File: src/rtl/traffic_pkg.sv
// Shared encodings, default light durations and timer state type for the
// traffic-light controller and its interval timer.
package traffic_pkg;

  localparam logic [1:0] INT_BASE = 2'b00;
  localparam logic [1:0] INT_EXT  = 2'b01;
  localparam logic [1:0] INT_YEL  = 2'b10;

  localparam int DEF_T_BASE = 6;
  localparam int DEF_T_EXT  = 3;
  localparam int DEF_T_YEL  = 2;

  typedef enum logic {
    IDLE = 1'b0,
    RUN  = 1'b1
  } timer_state_e;

endpackage

File: src/rtl/traffic_interval_timer_if.sv
// Control, programming and status bundle between the traffic-light FSM
// (master) and the interval timer (slave).
interface traffic_interval_timer_if #(
  parameter int CNT_W = 4
);

  logic             start_t;
  logic [1:0]       interval;
  logic             prog_sync;
  logic [1:0]       time_param_sel;
  logic [CNT_W-1:0] time_value;
  logic             expired;
  logic             busy;
  logic [CNT_W-1:0] remaining;

  modport master (
    output start_t, interval, prog_sync, time_param_sel, time_value,
    input  expired, busy, remaining
  );

  modport slave (
    input  start_t, interval, prog_sync, time_param_sel, time_value,
    output expired, busy, remaining
  );

endinterface

File: src/rtl/traffic_interval_timer_tick_divider.sv
// Free-running 0..TICK_DIV-1 divider producing a one-cycle tick on its last
// count; clear restarts it so the next tick is a full period away.
module tick_divider #(
  parameter int TICK_DIV = 4
) (
  input  logic clk,
  input  logic reset_sync_n,
  input  logic clear,
  output logic tick
);

  localparam int CNT_DW = (TICK_DIV > 1) ? $clog2(TICK_DIV) : 1;
  localparam logic [CNT_DW-1:0] LAST_C = CNT_DW'(TICK_DIV - 1);
  localparam logic [CNT_DW-1:0] ONE_C  = CNT_DW'(1);

  logic [CNT_DW-1:0] cnt_r;

  assign tick = (cnt_r == LAST_C);

  // Divider counter: clear has priority over wrap.
  always_ff @(posedge clk) begin
    if (!reset_sync_n) begin
      cnt_r <= {CNT_DW{1'b0}};
    end else if (clear || tick) begin
      cnt_r <= {CNT_DW{1'b0}};
    end else begin
      cnt_r <= cnt_r + ONE_C;
    end
  end

endmodule

File: src/rtl/traffic_interval_timer.sv
// Programmable light-duration countdown in 1 s ticks with a one-cycle expiry
// pulse. Define TIMER_FAST_SIM_EN to shrink the tick period to 4 clocks.
module traffic_interval_timer
  import traffic_pkg::*;
#(
  parameter int CLK_HZ     = 100_000_000,
  parameter int CNT_W      = 4,
  parameter int T_BASE_DEF = DEF_T_BASE,
  parameter int T_EXT_DEF  = DEF_T_EXT,
  parameter int T_YEL_DEF  = DEF_T_YEL
) (
  input  logic                    clk,
  input  logic                    reset_sync_n,
  traffic_interval_timer_if.slave bus
);

`ifdef TIMER_FAST_SIM_EN
  localparam int TICK_DIV = 4;
`else
  localparam int TICK_DIV = CLK_HZ;
`endif

  localparam logic [CNT_W-1:0] BASE_DEF_C = CNT_W'(T_BASE_DEF);
  localparam logic [CNT_W-1:0] EXT_DEF_C  = CNT_W'(T_EXT_DEF);
  localparam logic [CNT_W-1:0] YEL_DEF_C  = CNT_W'(T_YEL_DEF);
  localparam logic [CNT_W-1:0] ONE_C      = CNT_W'(1);

  // A zero write means "restore the default", so a zero duration never loads.
  function automatic logic [CNT_W-1:0] value_or_default(
    input logic [CNT_W-1:0] value,
    input logic [CNT_W-1:0] def
  );
    return (value == {CNT_W{1'b0}}) ? def : value;
  endfunction

  timer_state_e     state_r, state_n;
  logic [CNT_W-1:0] remaining_r, remaining_n;
  logic             busy_r, busy_n;
  logic             expired_r, expired_n;
  logic [CNT_W-1:0] t_base_r, t_ext_r, t_yel_r;
  logic [CNT_W-1:0] sel_dur_s;
  logic             tick_s;

  tick_divider #(.TICK_DIV(TICK_DIV)) u_tick_divider (
    .clk          (clk),
    .reset_sync_n (reset_sync_n),
    .clear        (bus.start_t),
    .tick         (tick_s)
  );

  // Duration select; the reserved code falls back to base green.
  always_comb begin
    case (bus.interval)
      INT_EXT: sel_dur_s = t_ext_r;
      INT_YEL: sel_dur_s = t_yel_r;
      default: sel_dur_s = t_base_r;
    endcase
  end

  // Duration programming registers.
  always_ff @(posedge clk) begin
    if (!reset_sync_n) begin
      t_base_r <= BASE_DEF_C;
      t_ext_r  <= EXT_DEF_C;
      t_yel_r  <= YEL_DEF_C;
    end else if (bus.prog_sync) begin
      case (bus.time_param_sel)
        INT_BASE: t_base_r <= value_or_default(bus.time_value, BASE_DEF_C);
        INT_EXT:  t_ext_r  <= value_or_default(bus.time_value, EXT_DEF_C);
        INT_YEL:  t_yel_r  <= value_or_default(bus.time_value, YEL_DEF_C);
        default:  t_base_r <= t_base_r;
      endcase
    end
  end

  // Next-state and next-output logic; a restart beats a coincident final tick.
  always_comb begin
    state_n     = state_r;
    remaining_n = remaining_r;
    expired_n   = 1'b0;
    case (state_r)
      IDLE: begin
        if (bus.start_t) begin
          remaining_n = sel_dur_s;
          state_n     = RUN;
        end else begin
          remaining_n = remaining_r;
        end
      end
      RUN: begin
        if (bus.start_t) begin
          remaining_n = sel_dur_s;
        end else if (tick_s && (remaining_r > ONE_C)) begin
          remaining_n = remaining_r - ONE_C;
        end else if (tick_s) begin
          remaining_n = {CNT_W{1'b0}};
          expired_n   = 1'b1;
          state_n     = IDLE;
        end else begin
          remaining_n = remaining_r;
        end
      end
      default: begin
        state_n     = IDLE;
        remaining_n = {CNT_W{1'b0}};
      end
    endcase
    busy_n = (state_n == RUN);
  end

  // State and registered outputs.
  always_ff @(posedge clk) begin
    if (!reset_sync_n) begin
      state_r     <= IDLE;
      remaining_r <= {CNT_W{1'b0}};
      busy_r      <= 1'b0;
      expired_r   <= 1'b0;
    end else begin
      state_r     <= state_n;
      remaining_r <= remaining_n;
      busy_r      <= busy_n;
      expired_r   <= expired_n;
    end
  end

  assign bus.expired   = expired_r;
  assign bus.busy      = busy_r;
  assign bus.remaining = remaining_r;

endmodule

File: src/flat_wrapper.sv
// flat-port wrapper written by rule: the top's interface ports become plain ports
module traffic_interval_timer_flat import traffic_pkg::*;
#(
  parameter int CLK_HZ     = 100_000_000,
  parameter int CNT_W      = 4,
  parameter int T_BASE_DEF = DEF_T_BASE,
  parameter int T_EXT_DEF  = DEF_T_EXT,
  parameter int T_YEL_DEF  = DEF_T_YEL
)
  (clk, reset_sync_n, bus_start_t, bus_interval, bus_prog_sync, bus_time_param_sel, bus_time_value, bus_expired, bus_busy, bus_remaining);
  traffic_interval_timer_if #(.CNT_W(CNT_W)) bus_i ();
  input  logic clk;
  input  logic reset_sync_n;
  input wire logic [$bits(bus_i.start_t)-1:0] bus_start_t;
  input wire logic [$bits(bus_i.interval)-1:0] bus_interval;
  input wire logic [$bits(bus_i.prog_sync)-1:0] bus_prog_sync;
  input wire logic [$bits(bus_i.time_param_sel)-1:0] bus_time_param_sel;
  input wire logic [$bits(bus_i.time_value)-1:0] bus_time_value;
  output wire logic [$bits(bus_i.expired)-1:0] bus_expired;
  output wire logic [$bits(bus_i.busy)-1:0] bus_busy;
  output wire logic [$bits(bus_i.remaining)-1:0] bus_remaining;
  assign bus_i.start_t = bus_start_t;
  assign bus_i.interval = bus_interval;
  assign bus_i.prog_sync = bus_prog_sync;
  assign bus_i.time_param_sel = bus_time_param_sel;
  assign bus_i.time_value = bus_time_value;
  assign bus_expired = bus_i.expired;
  assign bus_busy = bus_i.busy;
  assign bus_remaining = bus_i.remaining;
  traffic_interval_timer #(.CLK_HZ(CLK_HZ), .CNT_W(CNT_W), .T_BASE_DEF(T_BASE_DEF), .T_EXT_DEF(T_EXT_DEF), .T_YEL_DEF(T_YEL_DEF)) u_core (.clk(clk), .reset_sync_n(reset_sync_n), .bus(bus_i));
endmodule
File: config.mk
export PLATFORM = sky130hd
export DESIGN_NAME = traffic_interval_timer_flat
export DESIGN_NICKNAME = d
export VERILOG_FILES = /design/src/rtl/traffic_pkg.sv /design/src/rtl/traffic_interval_timer_if.sv /design/src/rtl/traffic_interval_timer_tick_divider.sv /design/src/rtl/traffic_interval_timer.sv /design/src/flat_wrapper.sv
export SDC_FILE = /design/constraint.sdc
export NUM_CORES = 1
export LEC_CHECK = 0
export ABC_AREA = 1
export CAP_MARGIN = 10
export CORE_AREA = 2 2 70 72
export DETAILED_ROUTE_END_ITERATION = 7
export DIE_AREA = 0 0 72 74
export PLACE_DENSITY = 0.76
export SLEW_MARGIN = 15
export SYNTH_ARGS = -nofsm -noshare
export SYNTH_HDL_FRONTEND = slang
export SYNTH_HIERARCHICAL = 1
export SYNTH_SLANG_ARGS = --single-unit
export TNS_END_PERCENT = 10
File: constraint.sdc
create_clock -name clk -period 2.14 [get_ports clk]
set_input_delay 0.428 -clock clk [delete_from_list [all_inputs] [get_ports clk]]
set_output_delay 0.428 -clock clk [all_outputs]
set_load 0.005 [all_outputs]
## Word-level counts from Yosys, hierarchy flattened

Index checks and enable logic that the tools add are counted.

- Flip-flop bits (word level): 45
- Bits in latches: 0
- Bits in writable memories: 0
- Bits in read-only memories: 0
- Input bits: 12
- Output and inout bits: 6
- Word-level logic and storage cells: 44
- Memories: 0

- Add/sub/neg operators: 2
- $mul: 0
- Div/mod/pow operators: 0
- Order comparisons: 1
- Equal/unequal tests: 7
- Shifts and indexed selects: 0
- Mux-type cells: 15
- Bitwise logic cells: 2
- Reduce and logical (&&, ||, !) cells: 10

Operator list:

| operator | count |
|---|---|
| 4-bit 2-to-1 mux | 7 |
| 27-bit by 1-bit adder with 27-bit output (second input constant) | 1 |
| 27-bit == test (second input constant) | 1 |
| 4-bit case mux with 2 select lines | 2 |
| 2-bit AND reduction | 4 |
| 1-bit 2-to-1 mux | 5 |
| 2-bit by 1-bit == test with 1-bit output (second input constant) | 2 |
| 2-bit == test (second input constant) | 2 |
| 4-bit by 1-bit greater-than comparator with 1-bit output (second input constant) | 1 |
| 4-bit zero test | 1 |
| 4-bit != test (second input constant) | 1 |
| 4-bit OR reduction | 1 |
| 4-bit by 1-bit subtractor with 4-bit output (second input constant) | 1 |
| 2-bit zero test | 1 |
| 2-bit != test (second input constant) | 1 |
| 1-bit NOT | 2 |
| 1-bit case mux with 2 select lines | 1 |
| 2-bit OR reduction | 1 |
| 1-bit logical AND | 1 |
| 1-bit logical OR | 1 |

## Depth between registers and ports, before layout

- Depth in word-level cells: 5
- Gate-level depth with buffers: 12
- Depth with buffers taken out: 12

## By module

The synthesis kept the hierarchy.

By module, submodules not included:

| module | instances | cells each | area an instance (um2) | seq. area each (um2) |
|---|---|---|---|---|
| tick_divider | 1 | 250 | 1614.0 | 540.5 |
| traffic_interval_timer | 1 | 138 | 937.1 | 360.3 |

## Worst setup path after synthesis

OpenSTA, ideal clock, no wires.

- Path kind: flip-flop to flip-flop
- Start point: reg u_core.u_tick_divider.cnt_r[0]
- End point: reg u_core.remaining_r[3] (netlist: u_core/bus.remaining[3])
- Setup time: 0.066 ns
- Data arrival time: 1.574 ns
- Data required time: 2.074 ns
- Setup slack: 0.500 ns
- Stages on the path, launching flop included: 12
- Clock period less this slack: 1.640 ns
- Cell sequence: dfxtp_1 > ha_1 > nand3_1 > nor2_1 > nand2_1 > nor2_1 > nand2_1 > nand2_2 > inv_2 > a21oi_2 > nand2_1 > a21oi_2

- Cells in the longest elaborated chain, start to end: 5
- Elaborated cells on any way between the ends: 7
- Classes of those cells: 2 x eq/ne; 3 x mux; 2 x reduce/logical

RTL lines:

| what | RTL line | source |
|---|---|---|
| start: declaration | traffic_interval_timer_tick_divider.sv:16 | `logic [CNT_DW-1:0] cnt_r;` |
| start signal: assignment | traffic_interval_timer_tick_divider.sv:23 | `cnt_r <= {CNT_DW{1'b0}};` |
| start signal: assignment | traffic_interval_timer_tick_divider.sv:25 | `cnt_r <= {CNT_DW{1'b0}};` |
| start signal: assignment | traffic_interval_timer_tick_divider.sv:27 | `cnt_r <= cnt_r + ONE_C;` |
| 27-bit == test (*) | traffic_interval_timer_tick_divider.sv:18 | `assign tick = (cnt_r == LAST_C);` |
| via u_core.tick_s | traffic_interval_timer.sv:42 | `logic tick_s;` |
| 1-bit logical AND | traffic_interval_timer.sv:93 | `end else if (tick_s && (remaining_r > ONE_C)) begin` |
| 4-bit 2-to-1 mux | traffic_interval_timer.sv:93 |  |
| 4-bit 2-to-1 mux | traffic_interval_timer.sv:91 | `if (bus.start_t) begin` |
| 4-bit case mux with 2 select lines | traffic_interval_timer.sv:81 | `case (state_r)` |
| end signal: assignment | traffic_interval_timer.sv:115 | `remaining_r <= {CNT_W{1'b0}};` |
| end signal: assignment | traffic_interval_timer.sv:120 | `remaining_r <= remaining_n;` |
| end: declaration | traffic_interval_timer.sv:37 | `logic [CNT_W-1:0] remaining_r, remaining_n;` |

The timed path passes the listed nets; every way through them passes the cells marked *.
A chain may end at the register's enable or synchronous reset.

## Worst setup path in the final report

Same ends and word-level chain as after synthesis.

==> flow_summary.ini <==
[sta]
max_freq_ghz = 0.5035
relSlewSlack_pct = 73.66
setup_slack_ns = 0.1538
finalClockSkew_ns = 0.01306
final_max_slew_viol_count = 0
rsz0062_at_grt = no
setup_viol = 0
fin_crit_sh_pct = 92.81
post-route-min-period_ns = 1.986
tightest_slew_ns = 0.3947
hold_viol_final = 0
setup_tns_ns = 0
hold-worst-slack_ns = 0.4638

[clock_network]
clock-sinks = 45
cts_setup_buffers = 0
clk-insertion-delay-late_ns = 0.30
cts_root_buf = clkbuf_8
cts_tree = built
cts_hold_buf = 0
h-tree-depth = 2
cts_resized = 0
clockBufferDepth = 2
clk_pin_slew_worst_paths_ns = 0.10
cts_buffers = 5

[cells_and_area]
diodes = 0
stdcell_area_um2 = 2859
final_common_cell = nand2_1
final_layout_size_suffix_gt1_share_pct = 13.59
layout_common_cells = nand2_1, inv_1, dfxtp_1
finish.utilization_pct = 62.18
fill_cells = 440
area_growth_pct = 12.06
fin_nets = 428

[synthesis]
ys_ff_latch = 45
syn_inst = 388
seq_area_frac_synth_pct = 35.31
ys_warn_count = 6
synth_top_area_share_pct = 35.31
synth.distinct_cells = 25
avgSynthCellArea_um2 = 6.575
yosysTopAreaCell = dfxtp_1
synth_nets = 405
syn_area_um2 = 2551
netlist_top_cells_area = dfxtp_1, nand2_1, inv_1

[route]
route.detailed.drc = 0
drt-vias-per-instance = 4.906
postRouteAntennaNets = 0
drt-pass1-iter-count = 4
wl_per_cell_um = 10.94
via_count = 2286
drt_wl_total_um = 5096
drt_iter0_markers = 142

[floorplan]
fp.coreArea_um2 = 4598
start_util_pct = 55.48
die_h_um = 74
num_rows = 25
ios = 18
die_w_um = 72
die-area_um2 = 5328

[power_and_ir_drop]
vdd_drop_max_mv = 0.2736
leakagePower_nw = 1.161
powerDensity_nw_per_um2 = 562.1

[global_route]
grt_pass1_vias = 2039
grt-ovfl-total = 0
grt_pass1_wl_um = 8714
antenna_found_initial = 0
grt_usage_pct = 21.00
grt_max_degree = 26

[worst_setup_path]
reg2reg_depth = 11
startpoint_type = register
timing.rr.start = u_core/u_tick_divider/cnt_r[0]$_SDFF_PP0_
path_class = register to register
r2r_end = u_core/bus.remaining[3]$_SDFFE_PN0P_
reg2reg_slack_ns = 0.15
cp_data_required_time_ns = 2.39
crit_fanout = 4
arrival_ns = 2.23
cp-end-kind = register

[place]
gp_congestion = 0.8752
dp_slack_ns = 0.1581
placed_cell_area_um2 = 2759
placement.io_buffers = 17
dp_hpwl_um = 3808

[hold_path]
hold_end = u_core/u_tick_divider/cnt_r[0]$_SDFF_PP0_
holdPathStages = 1
worstHoldStart = u_core/u_tick_divider/cnt_r[0]$_SDFF_PP0_
hp-class = register to register

[job]
drv_cap = 0

[outcome]
status = finished clean
==> worst max path at each step <==
| stage | endpoint | from | cells after the start | slack (ns) |
|---|---|---|---|---|
| finish | u_core/bus.remaining[3]$_SDFFE_PN0P_ | u_core/u_tick_divider/cnt_r[0]$_SDFF_PP0_ | 11 | 0.15 |
| CTS | u_core/bus.remaining[3]$_SDFFE_PN0P_ | u_core/u_tick_divider/cnt_r[0]$_SDFF_PP0_ | 11 | 0.22 |
| global route | u_core/bus.remaining[3]$_SDFFE_PN0P_ | u_core/u_tick_divider/cnt_r[0]$_SDFF_PP0_ | 11 | 0.01 |
| detailed placement | u_core/bus.remaining[0]$_SDFFE_PN0P_ | bus_interval[0] | 9 | 0.16 |
| floorplan | u_core/bus.remaining[3]$_SDFFE_PN0P_ | u_core/u_tick_divider/cnt_r[0]$_SDFF_PP0_ | 11 | 0.50 |
| global placement | u_core/bus.remaining[0]$_SDFFE_PN0P_ | bus_interval[0] | 9 | 0.25 |
==> critical path, stage by stage (launching register included) <==
cell and delay [ns]:
dfxtp_1 0.38, ha_1 0.24, nand3_1 0.15, nor2_1 0.29, nand2_1 0.08, nor2_1 0.21, nand2_1 0.11, nand2_2 0.11
inv_2 0.06, a21oi_2 0.11, nand2_1 0.08, a21oi_2 0.11
==> synthesized netlist by cell type <==
cell,number
nand2_1,118
nor2_4,3
nand3_1,25
xor2_1,6
nand2_4,1
buf_12,2
a21oi_2,3
o211ai_1,1
a21oi_1,21
or2_0,1
o21ai_0,10
nand4_1,2
ha_1,5
nand2_2,5
inv_1,53
nor2_2,27
buf_2,1
a21boi_4,1
inv_2,6
dfxtp_1,45
o31ai_1,1
nor3_1,1
xnor2_1,5
o21ai_1,3
nor2_1,42
==> cell families after synthesis <==
kind of cell / synth area share [%]
AND/OR/NAND/NOR: 38.99
buffers and inverters: 10.45
flip-flops: 35.31
AO/OA/AOI/OAI: 9.024
XOR/XNOR: 3.776
adder cells (fa/ha/maj): 2.452
==> through the flow <==
step / std cells / total power [mW]
floorplan: 388 / 0.9940
global placement: 458 / 1.045
detailed placement: 458 / 1.047
CTS: 466 / 1.624
global route: 466 / 1.680
finish: 466 / 1.607
==> flip-flops by register name, indices dropped and copies added (netlist names) <==
signal and flops:
u_core/bus.expired 1, u_core/bus.remaining 4, u_core/u_tick_divider/cnt_r 27, u_core/t_yel_r 4, u_core/bus.busy 1, u_core/t_ext_r 4
u_core/t_base_r 4
==> final cells by class <==
type	count	area, µm²	share of cell area [%]
multi-input combinational	281	1384	48.40
clock inverter	2	17.52	0.6127
clock buffer	6	82.58	2.888
tap	54	67.56	2.363
inverter	59	221.5	7.746
sequential	45	900.9	31.51
timing repair buffer	19	185.2	6.477
==> per-layer routing <==
metal	routed length, µm	up-vias	GRT usage, %
met4	66	0	7.338
met3	218	7	4.472
met1	2354	991	24.94
li1	-	1238	-
met2	2456	50	37.76
met5	0	-	0
==> report_power, final <==
part           switching (mW)  leakage [nW]  internal, mW
registers              0.0159         0.365         0.856
clock network           0.310        0.0518         0.268
logic                  0.0890         0.744        0.0673
total                   0.415          1.16          1.19
(Power assumes the default switching activity.)
